`src/rtl/lfsr_gen.sv`:
```
// ============================================================================
// Module   : lfsr_gen
// Brief    : Parametrised Fibonacci LFSR with seed load, lock-up recovery
//            and hardware period measurement.
// Revision : 1.0 - initial release
// ============================================================================
`default_nettype none

module lfsr_gen #(
    parameter int               WIDTH = 8,
    parameter logic [WIDTH-1:0] TAPS  = 8'hB8,
    parameter logic [WIDTH-1:0] SEED  = 1
) (
    input  logic             CLK,
    input  logic             RESET,
    input  logic             LFSR_EN,
    input  logic             LOAD,
    input  logic [WIDTH-1:0] LOAD_VAL,
    output logic [WIDTH-1:0] LFSR_STATE,
    output logic             LFSR_BIT,
    output logic             LFSR_PERIOD,
    output logic [WIDTH-1:0] PERIOD_LEN,
    output logic             PERIOD_VALID,
    output logic             LOCKUP
);

    localparam logic [WIDTH-1:0] C_CNT_MAX = '1;

    generate
        if (WIDTH < 3 || WIDTH > 32) begin : g_bad_width
            $error("lfsr_gen: WIDTH must be within 3..32");
        end
        if (SEED == '0) begin : g_bad_seed
            $error("lfsr_gen: SEED must be nonzero");
        end
    endgenerate

    logic [WIDTH-1:0] state_q, state_d;
    logic [WIDTH-1:0] ref_q,   ref_d;
    logic [WIDTH-1:0] cnt_q,   cnt_d;
    logic [WIDTH-1:0] len_q,   len_d;
    logic             valid_q, valid_d;
    logic             pulse_q, pulse_d;
    logic             lock_q,  lock_d;

    logic             fb_w;
    logic [WIDTH-1:0] step_w;

    assign fb_w   = ^(state_q & TAPS);
    assign step_w = {state_q[WIDTH-2:0], fb_w};

    always_comb begin
        state_d = state_q;
        ref_d   = ref_q;
        cnt_d   = cnt_q;
        len_d   = len_q;
        valid_d = valid_q;
        pulse_d = 1'b0;

        if (LOAD) begin
            state_d = LOAD_VAL;
            ref_d   = LOAD_VAL;
            cnt_d   = '0;
            valid_d = 1'b0;
        end else if (LFSR_EN && lock_q) begin
            // Recovery from the all-zero trap is a restart, not a step.
            state_d = SEED;
            ref_d   = SEED;
            cnt_d   = '0;
        end else if (LFSR_EN) begin
            state_d = step_w;
            // A saturated counter means the reference is unreachable.
            if (step_w == ref_q && cnt_q != C_CNT_MAX) begin
                pulse_d = 1'b1;
                len_d   = cnt_q + 1'b1;
                valid_d = 1'b1;
                cnt_d   = '0;
            end else if (cnt_q != C_CNT_MAX) begin
                cnt_d   = cnt_q + 1'b1;
            end
        end

        lock_d = (state_d == '0);
    end

    always_ff @(posedge CLK or negedge RESET) begin
        if (!RESET) begin
            state_q <= SEED;
            ref_q   <= SEED;
            cnt_q   <= '0;
            len_q   <= '0;
            valid_q <= 1'b0;
            pulse_q <= 1'b0;
            lock_q  <= 1'b0;
        end else begin
            state_q <= state_d;
            ref_q   <= ref_d;
            cnt_q   <= cnt_d;
            len_q   <= len_d;
            valid_q <= valid_d;
            pulse_q <= pulse_d;
            lock_q  <= lock_d;
        end
    end

    assign LFSR_STATE   = state_q;
    assign LFSR_BIT     = state_q[WIDTH-1];
    assign LFSR_PERIOD  = pulse_q;
    assign PERIOD_LEN   = len_q;
    assign PERIOD_VALID = valid_q;
    assign LOCKUP       = lock_q;

endmodule

`default_nettype wire
```
`config.mk`:
```
export PLATFORM = sky130hd
export DESIGN_NAME = lfsr_gen
export DESIGN_NICKNAME = d
export VERILOG_FILES = /design/src/rtl/lfsr_gen.sv
export SDC_FILE = /design/constraint.sdc
export NUM_CORES = 1
export LEC_CHECK = 0
export ABC_AREA = 0
export CAP_MARGIN = 20
export CORE_MARGIN = 2
export CORE_UTILIZATION = 47
export DETAILED_ROUTE_END_ITERATION = 12
export PLACE_DENSITY = 0.8
export SETUP_SLACK_MARGIN = 0.4
export SLEW_MARGIN = 0
export SYNTH_ARGS = -nofsm -noshare
export SYNTH_HDL_FRONTEND = slang
export SYNTH_SLANG_ARGS = --single-unit
export TNS_END_PERCENT = 50
```
`constraint.sdc`:
```
create_clock -name CLK -period 1.75 [get_ports CLK]
set_input_delay 0.35 -clock CLK [delete_from_list [all_inputs] [get_ports CLK]]
set_output_delay 0.35 -clock CLK [all_outputs]
set_load 0.01 [all_outputs]
```
==> After elaboration in Yosys (flattened, before gate mapping) <==
Cells that the tools add are included.
{ "totals": {"ff_bits": 35, "inputBits": 12, "output_inout_bits": 20, "word_cells": 43} }
{ "classes": {"add_sub_neg": 1, "n_eq_ne": 3, "muxes": 18, "bitwise_logic": 2, "n_reduce_logical": 12} }
{ "ops": {"columns": ["cell", "count"], "rows": [
  ["$mux W8", 10],
  ["$add A8 B1 Y8 const B", 1],
  ["$eq A8 B8 Y1", 1],
  ["$logic_not A8 Y1", 1],
  ["$mux W1", 8],
  ["$ne A8 B8 Y1 const B", 1],
  ["$reduce_xor A8 Y1", 1],
  ["$reduce_bool A2 Y1", 3],
  ["$reduce_and A4 Y1", 1],
  ["$reduce_bool A4 Y1", 1],
  ["$reduce_and A3 Y1", 1],
  ["$reduce_bool A3 Y1", 1],
  ["$logic_and A1 B1 Y1", 2],
  ["$ne A2 B2 Y1 const B", 1],
  ["$not A1 Y1", 2],
  ["$reduce_and A2 Y1", 1]
]} }

==> Depth between registers and ports, before layout <==
Gate-level depths: netlist of run 1.
{ "logic_depth": {"ltp_word": 7, "mapped_depth": 5, "depth_no_buf": 5} }

==> Worst setup path before layout of run 1 <==
OpenSTA, ideal clock, no wires.
{ "synth_path": {"path_type": "reg2reg", "start": "register state_q[7], in the netlist LFSR_STATE[7]", "end": "register len_q[1], in the netlist PERIOD_LEN[1]", "setup_time_ps": 125, "arrival_ps": 1580, "required_time_ps": 1625, "setup_slack_ps": 45, "path_stages_with_launch": 5, "path_buffers": 0, "cell_sequence": "dfrtp_1 xnor2_2 xnor3_2 nand4_4 mux2_2"} }
{ "synth_via": {"elab_chain_len": 4} }
{ "synth_lines": {"columns": ["element", "line_no", "rtl"], "rows": [
  ["start: declaration", "38", "logic [WIDTH-1:0] state_q, state_d;"],
  ["start signal: assignment", "96", "state_q <= state_d;"],
  ["$reduce_xor A8 Y1", "49", "assign fb_w = ^(state_q & TAPS);"],
  ["$eq A8 B8 Y1", "73", "if (step_w == ref_q && cnt_q != C_CNT_MAX) begin"],
  ["$logic_and A1 B1 Y1", "73", null],
  ["$reduce_and A4 Y1 (no source line)", null, null],
  ["end signal: assignment", "99", "len_q <= len_d;"],
  ["end: declaration", "41", "logic [WIDTH-1:0] len_q, len_d;"]
]} }
No other way between the ends.
A chain may end at the register's enable or synchronous reset.

==> Final worst setup path of run 1 <==
{ "layout_path": {"start": "register state_q[3], in the netlist LFSR_STATE[3]", "end": "register len_q[2], in the netlist PERIOD_LEN[2]"} }
{ "layout_via": {"elab_chain_len": 4} }
{ "layout_lines": {"columns": ["element", "line_no"], "rows": [
  ["$reduce_xor A8 Y1", "49"],
  ["$eq A8 B8 Y1 *", "73"],
  ["$logic_and A1 B1 Y1 *", "73"],
  ["$reduce_and A4 Y1 (no source line) *", null]
]} }
Every way passes the cells marked *; elsewhere a longest branch is shown, timed or not.

==> summary.md, run 1 <==
| Metric | Value |
|---|---|
| Startpoint types | `flip-flop` |
| Power consumption | `roughly 0.0023 W` |
| Seq/Total Area, Yosys | `about half` |
| Synthesis warning total | `0` |
| Drt pass-1 iters | `4` |
| Leak | `between 1 and 1.5 nW` |
| # hold bufs at CTS | `0` |
| Ports | `32` |
| #FFs+latches synth | `35` |
| Hpwl dp | `~3.0 mm` |
| Most frequent cells in the layout | `dfrtp_1, buf_4, nand2_1, buf_6, clkdlybuf4s50_1` |
| Final net count | `approximately 250` |
| Peak Freq | `around 560 MHz` |
| Worst hold path type | `in2async` |
| Multiplexer share of the synthesized area | `just over 6%` |
| Setup CP Type | `reg2reg` |
| Post-Synthesis Net Count | `175` |
| Grt ovf | `0` |
| Initial DRC Count | `127` |
| Die Ht | `~66 um` |
| Compound-gate portion of the synthesized area | `11.3%` |
| IO Port Bufs | `31` |
| Async SR Flop Fraction | `100%` |
| Syn Area/Cell | `11.1 um^2` |
| Adder-cell share of the synthesized area | `less than 1%` |
| Clock Sinks | `35` |
| Post-route antenna net violation count | `0` |
| GPL Wtd Cong | `roughly 0.80` |
| Clk_skew | `between 0.008 and 0.009 ns` |
| Synthesized cell area | `~1800 um^2` |
| Max-cap violations | `0` |
| Largest net degree at the start of global routing | `36` |
| H-Tree Level Count | `2` |
| Synth Flop Type | `dfrtp_1` |
| Final setup fails | `7` |
| Post-Synth XOR/XNOR Area | `under 10%` |
| Cell variety after synth | `40` |
| Worst Path Max Fanout | `4` |
| Endpoint class of the critical path | `flip-flop` |
| Core Util, Final | `76.5%` |
| Antenna violations before repair | `0` |
| Final period util | `102%` |
| DIE AREA | `between 4000 and 5000 um^2` |
| Status | `finished, violations left` |
| Area share of and/or/nand/nor cells after synthesis | `20.2%` |
| Pwr dens | `between 800 and 900 nW/um^2` |
| Core area | `roughly 3700 um^2` |
| Place WS | `-0.265 ns` |
| Data arrival, critical path | `1.97 ns` |
| First-pass GRT wire length | `around 8.3 mm` |
| Tmin final | `~1.8 ns` |
| Rel. slew slack | `a little under three quarters` |
| Number of global-route vias before repair | `between 1.5k and 2k` |
| Finished Cell Area | `between 2000 and 3000 um^2` |
| Worst-Skew Late Latency | `around 0.30 ns` |
| Worst-path clk slew | `around 0.080 ns` |
| Commonest non-fill, non-tap cell in the layout | `dfrtp_1` |
| Routed length per instance | `20.9 um` |
| RSZ-0062 raised after global routing | `true` |
| VDD IR max | `~0.00055 V` |
| Fraction of layout cells with a size suffix above 1 | `roughly two fifths` |
| Placed inst area | `between 2000 and 2500 um^2` |
| Filler Cell Count | `roughly 210` |
| CTS root buf | `clkbuf_8` |
| Final worst setup slack | `-0.0305 ns` |
| Post-synth EDFFs | `0` |
| Chip width | `65.7 um` |
| Violated checks | `negative setup slack` |
| Via count | `approximately 1.6k` |
| Vias/cell | `5.85` |
| FP Rows | `22` |
| Drt drc | `0` |
| Largest family of logic cells by synthesized area | `simple AND/OR/NAND/NOR gates` |
| Slew at the pin closest to its max-slew limit | `0.421 ns` |
| Antenna Diode Count | `0` |
| Initial Utilization | `a little under 50%` |
| Clock Tree Buf Depth | `2` |
| Cells after Synth | `between 150 and 200` |
| Num CTS Buffers | `5` |
| Drt total wl | `slightly below 6 mm` |
| CTS tree | `done` |
| WP data required | `roughly 1.9 ns` |
| Max-slew violations | `0` |
| Final hold violation count | `0` |
| Gr usage total | `between 20% and 30%` |
| P&R area growth vs syn | `56.5%` |
==> Yosys cell counts, types with 4 or more instances <==
cell type  instances  area (um^2)
nand2b_1           6         37.5
a22o_1             5         43.8
inv_1              8         30.0
xnor2_1            5         43.8
dfrtp_1           33          826
nand2_1           23         86.3
nand3_1            4         20.0
o31ai_1            5         37.5
o21ai_0            4         20.0
nor2_1             4         15.0
and3b_1            4         35.0
mux2_2             8         90.1
xor2_1            10         87.6
nor2b_1            7         43.8
==> through the flow <==
stage	hold slack (ns)	TNS (ns)	cells
after CTS	0.469	0	275
after detailed placement	0.476	-2.72	256
after floorplan	0.0544	0	162
after global routing	0.496	-0.515	282
after global placement	0.465	-2.21	256
final	0.436	-0.158	282
==> metal layers <==
metal  vias to the layer above  track usage, %  wire length (um)
met1                       837            30.7              2270
met3                        29            5.48               337
met5                         -               0                 0
li1                        709               -                 -
met4                         0            11.2               240
met2                        74            46.2              3040
==> critical path, cell delays in order (launching register included) <==
cell and delay (ns):
dfrtp_2 0.47, xnor2_4 0.20, xnor3_2 0.47, nand4_4 0.17, mux2_2 0.35
==> final timing paths <==
path / start / to / slack (ns) / depth (start not counted)
worst max-delay path: LFSR_STATE[3] / PERIOD_LEN[2] / -0.03 / 4
worst min-delay path: RESET / LFSR_STATE[2] / 0.44 / 2
worst max register to register: LFSR_STATE[3] / PERIOD_LEN[2] / -0.03 / 4
worst min register to register: PERIOD_LEN[6] / PERIOD_LEN[6] / 0.51 / 1
max in group asynchronous: RESET / ref_q[0] / 0.95 / 2
min in group CLK: PERIOD_LEN[6] / PERIOD_LEN[6] / 0.51 / 1
==> layout make-up <==
class	count	area [um^2]	area share, %
multi-input cells	115	997	35.6
flip-flops and latches	35	885	31.6
repair buffers	68	712	25.4
clock buffers	6	82.6	2.95
well taps	48	60.1	2.14
clock inverters	2	35.0	1.25
inverters	8	30.0	1.07
==> registers in the layout, summed over array words and instances, names as in the netlist <==
name and cells:
LFSR_PERIOD 1, ref_q 8, PERIOD_VALID 1, cnt_q 8, LOCKUP 1, PERIOD_LEN 8, LFSR_STATE 8
==> where the power goes <==
part	switching (W)	internal, W
sequential	0.0000565	0.000858
combinational	0.000292	0.000313
clock	0.000318	0.000461
total	0.000666	0.00163
==> kinds of logic after synthesis <==
logic type,after synthesis
AO/OA/AOI/OAI,26
XOR/XNOR,17
buffers and inverters,13
adder cells (fa/ha/maj),1
flip-flops,35
multiplexers,10
AND/OR/NAND/NOR,60
==> timing repair <==
item / 4_1_cts / 5_1_grt
cloned: 3 / 0
resized for setup: 45 / 44
pin swaps: 8 / 12
setup buffers: 8 / 7
setup endpoints to repair: 44 / 41
(Power assumes the default switching activity.)
==> run 2: changes to the inputs <==
CORE_ASPECT_RATIO = 1.1   (was unset)
==> summary.md, run 2 (synthesis gave the netlist of run 1 again) <==
| Metric | Value |
|---|---|
| Peak Freq | `579 MHz (+3.0%)` |
| Die Ht | `68.7 um (+4.6%)` |
| CTS tree | `done` |
| Leak | `1.41 nW (about the same)` |
| Final period util | `98.7% (-3.0 points)` |
| Final hold violation count | `0 (unchanged)` |
| Slowest CP cell | `dfrtp_2` |
| CTS root buf | `clkbuf_8` |
| Worst-Skew Late Latency | `0.29 ns (about the same)` |
| Gr usage total | `24.2% (-2.1 points)` |
| Core area | `3650 um^2 (-0.17%)` |
| Setup TNS | `0 ns (+0.158 ns)` |
| GPL Wtd Cong | `0.812 (+1.7%)` |
| Number of global-route vias before repair | `1549 (-6.9%)` |
| Worst hold path type | `in2async` |
| WP data required | `1.92 ns (-0.02 ns)` |
| P&R area growth vs syn | `50.4%` |
| Vias/cell | `5.34 (-8.7%)` |
| Antenna violations before repair | `0 (unchanged)` |
| RSZ-0062 raised after global routing | `true` |
| Drt total wl | `5.03 mm (-15%)` |
| Final net count | `241 (-2.0%)` |
| Core Util, Final | `73.7% (-2.8 points)` |
| Antenna Diode Count | `0 (unchanged)` |
| Commonest non-fill, non-tap cell in the layout | `dfrtp_1` |
| DIE AREA | `4320 um^2 (about the same)` |
| Num CTS Buffers | `5 (unchanged)` |
| Chip width | `62.9 um (-4.4%)` |
| Post-route antenna net violation count | `0 (unchanged)` |
| Worst-path clk slew | `0.07 ns (about the same)` |
| Routed length per instance | `18.0 um (-14%)` |
| # hold bufs at CTS | `0 (unchanged)` |
| Clock Tree Buf Depth | `2 (unchanged)` |
| Max-cap violations | `0 (unchanged)` |
| Final setup fails | `0 (-7)` |
| Ports | `32 (unchanged)` |
| Most frequent cells in the layout | `dfrtp_1, nand2_1, buf_4, dlymetal6s2s_1` |
| CP cell instances | `xor2_2, nor4_4, buf_4, nand4_4, mux2_4` |
| Worst Path Max Fanout | `5 (+1)` |
| Startpoint types | `flip-flop` |
| Clk_skew | `0.00559 ns (-0.00309 ns)` |
| Worst path max stage delay | `0.43 ns (-0.04 ns)` |
| Grt ovf | `0 (unchanged)` |
| Fraction of layout cells with a size suffix above 1 | `38.0% (-1.8 points)` |
| Initial DRC Count | `88 (-31%)` |
| Clock Sinks | `35 (unchanged)` |
| Max-slew violations | `0 (unchanged)` |
| Hpwl dp | `2.89 mm (-4.9%)` |
| Tmin final | `1.73 ns (-0.0526 ns)` |
| Rel. slew slack | `78.4% (+6.7 points)` |
| H-Tree Level Count | `2 (unchanged)` |
| Slew at the pin closest to its max-slew limit | `0.321 ns (-0.100 ns)` |
| Setup CP Type | `reg2reg` |
| Initial Utilization | `49.0% (+0.084 points)` |
| Endpoint class of the critical path | `flip-flop` |
| Drt drc | `0 (unchanged)` |
| Largest net degree at the start of global routing | `36 (unchanged)` |
| Pwr dens | `742 nW/um^2 (-9.5%)` |
| Reg-to-reg slack, setup | `0.02 ns (+0.05 ns)` |
| IO Port Bufs | `31 (unchanged)` |
| VDD IR max | `0.000568 V (+3.1%)` |
| Via count | `1489 (-9.7%)` |
| Power consumption | `0.00200 W (-13%)` |
| Status | `finished, final reports clean` |
| Drt pass-1 iters | `4 (unchanged)` |
| Data arrival, critical path | `1.90 ns (-0.07 ns)` |
| FP Rows | `23 (+4.5%)` |
| First-pass GRT wire length | `7.74 mm (-6.7%)` |
==> run 2: critical path, delay by kind of cell, from the launching register on <==
kind	cells	cell delay [ns]
xor gates and xnor gates	1	0.20
buffers and inverters	1	0.19
DFF	1	0.43
muxes	1	0.34
and+or+nand+nor	2	0.46
==> run 2: area by class of cell <==
class	count	area [um^2]
clock buffers	7	76.3
flip-flops and latches	35	885
inverters	8	30.0
well taps	50	62.6
fillers	258	962
repair buffers	63	629
clock inverters	1	5.00
multi-input cells	115	1000
==> run 2: worst paths after layout <==
kind / from / endpoint / depth (start not counted)
max: LFSR_STATE[6] / PERIOD_LEN[1] / 5
min: RESET / ref_q[7] / 2
max reg2reg: LFSR_STATE[6] / PERIOD_LEN[1] / 5
min reg2reg: ref_q[0] / ref_q[0] / 2
max in group asynchronous: RESET / ref_q[0] / 2
min in group CLK: ref_q[0] / ref_q[0] / 2
==> run 2: power by group <==
part	switching [W]	total, W	internal [W]
registers	0.0000525	0.000911	0.000859
logic	0.000255	0.000529	0.000275
clock network	0.000278	0.000557	0.000279
==> run 2: metrics by stage <==
step | setup slack (ns) | cells | hold WS [ns] | instance area (um^2)
2_1_floorplan | 0.0773 | 162 | 0.0544 | 1810
5_1_grt | -0.0608 | 279 | 0.460 | 2690
6_report | 0.0220 | 279 | 0.439 | 2690
3_3_place_gp | -0.303 | 254 | 0.462 | 2290
4_1_cts | 0.0122 | 271 | 0.437 | 2480
3_5_place_dp | -0.316 | 254 | 0.480 | 2290
==> run 2: layer usage <==
| metal | share of wire, % | GRT usage (%) | up-vias | wire length [um] |
|---|---|---|---|---|
| met1 | 39 | 26.8 | 728 | 1980 |
| met4 | 2.2 | 11.4 | 0 | 109 |
| met5 | 0 | 0 | - | 0 |
| li1 | - | - | 694 | - |
| met2 | 53 | 44.1 | 58 | 2680 |
| met3 | 5.1 | 6.66 | 9 | 258 |
==> run 2: repair_timing <==
item,in CTS,in global routing
buffers inserted,8,8
resized for setup,33,53
pin swaps,4,10
gates cloned,1,0
setup endpoints to repair,43,52
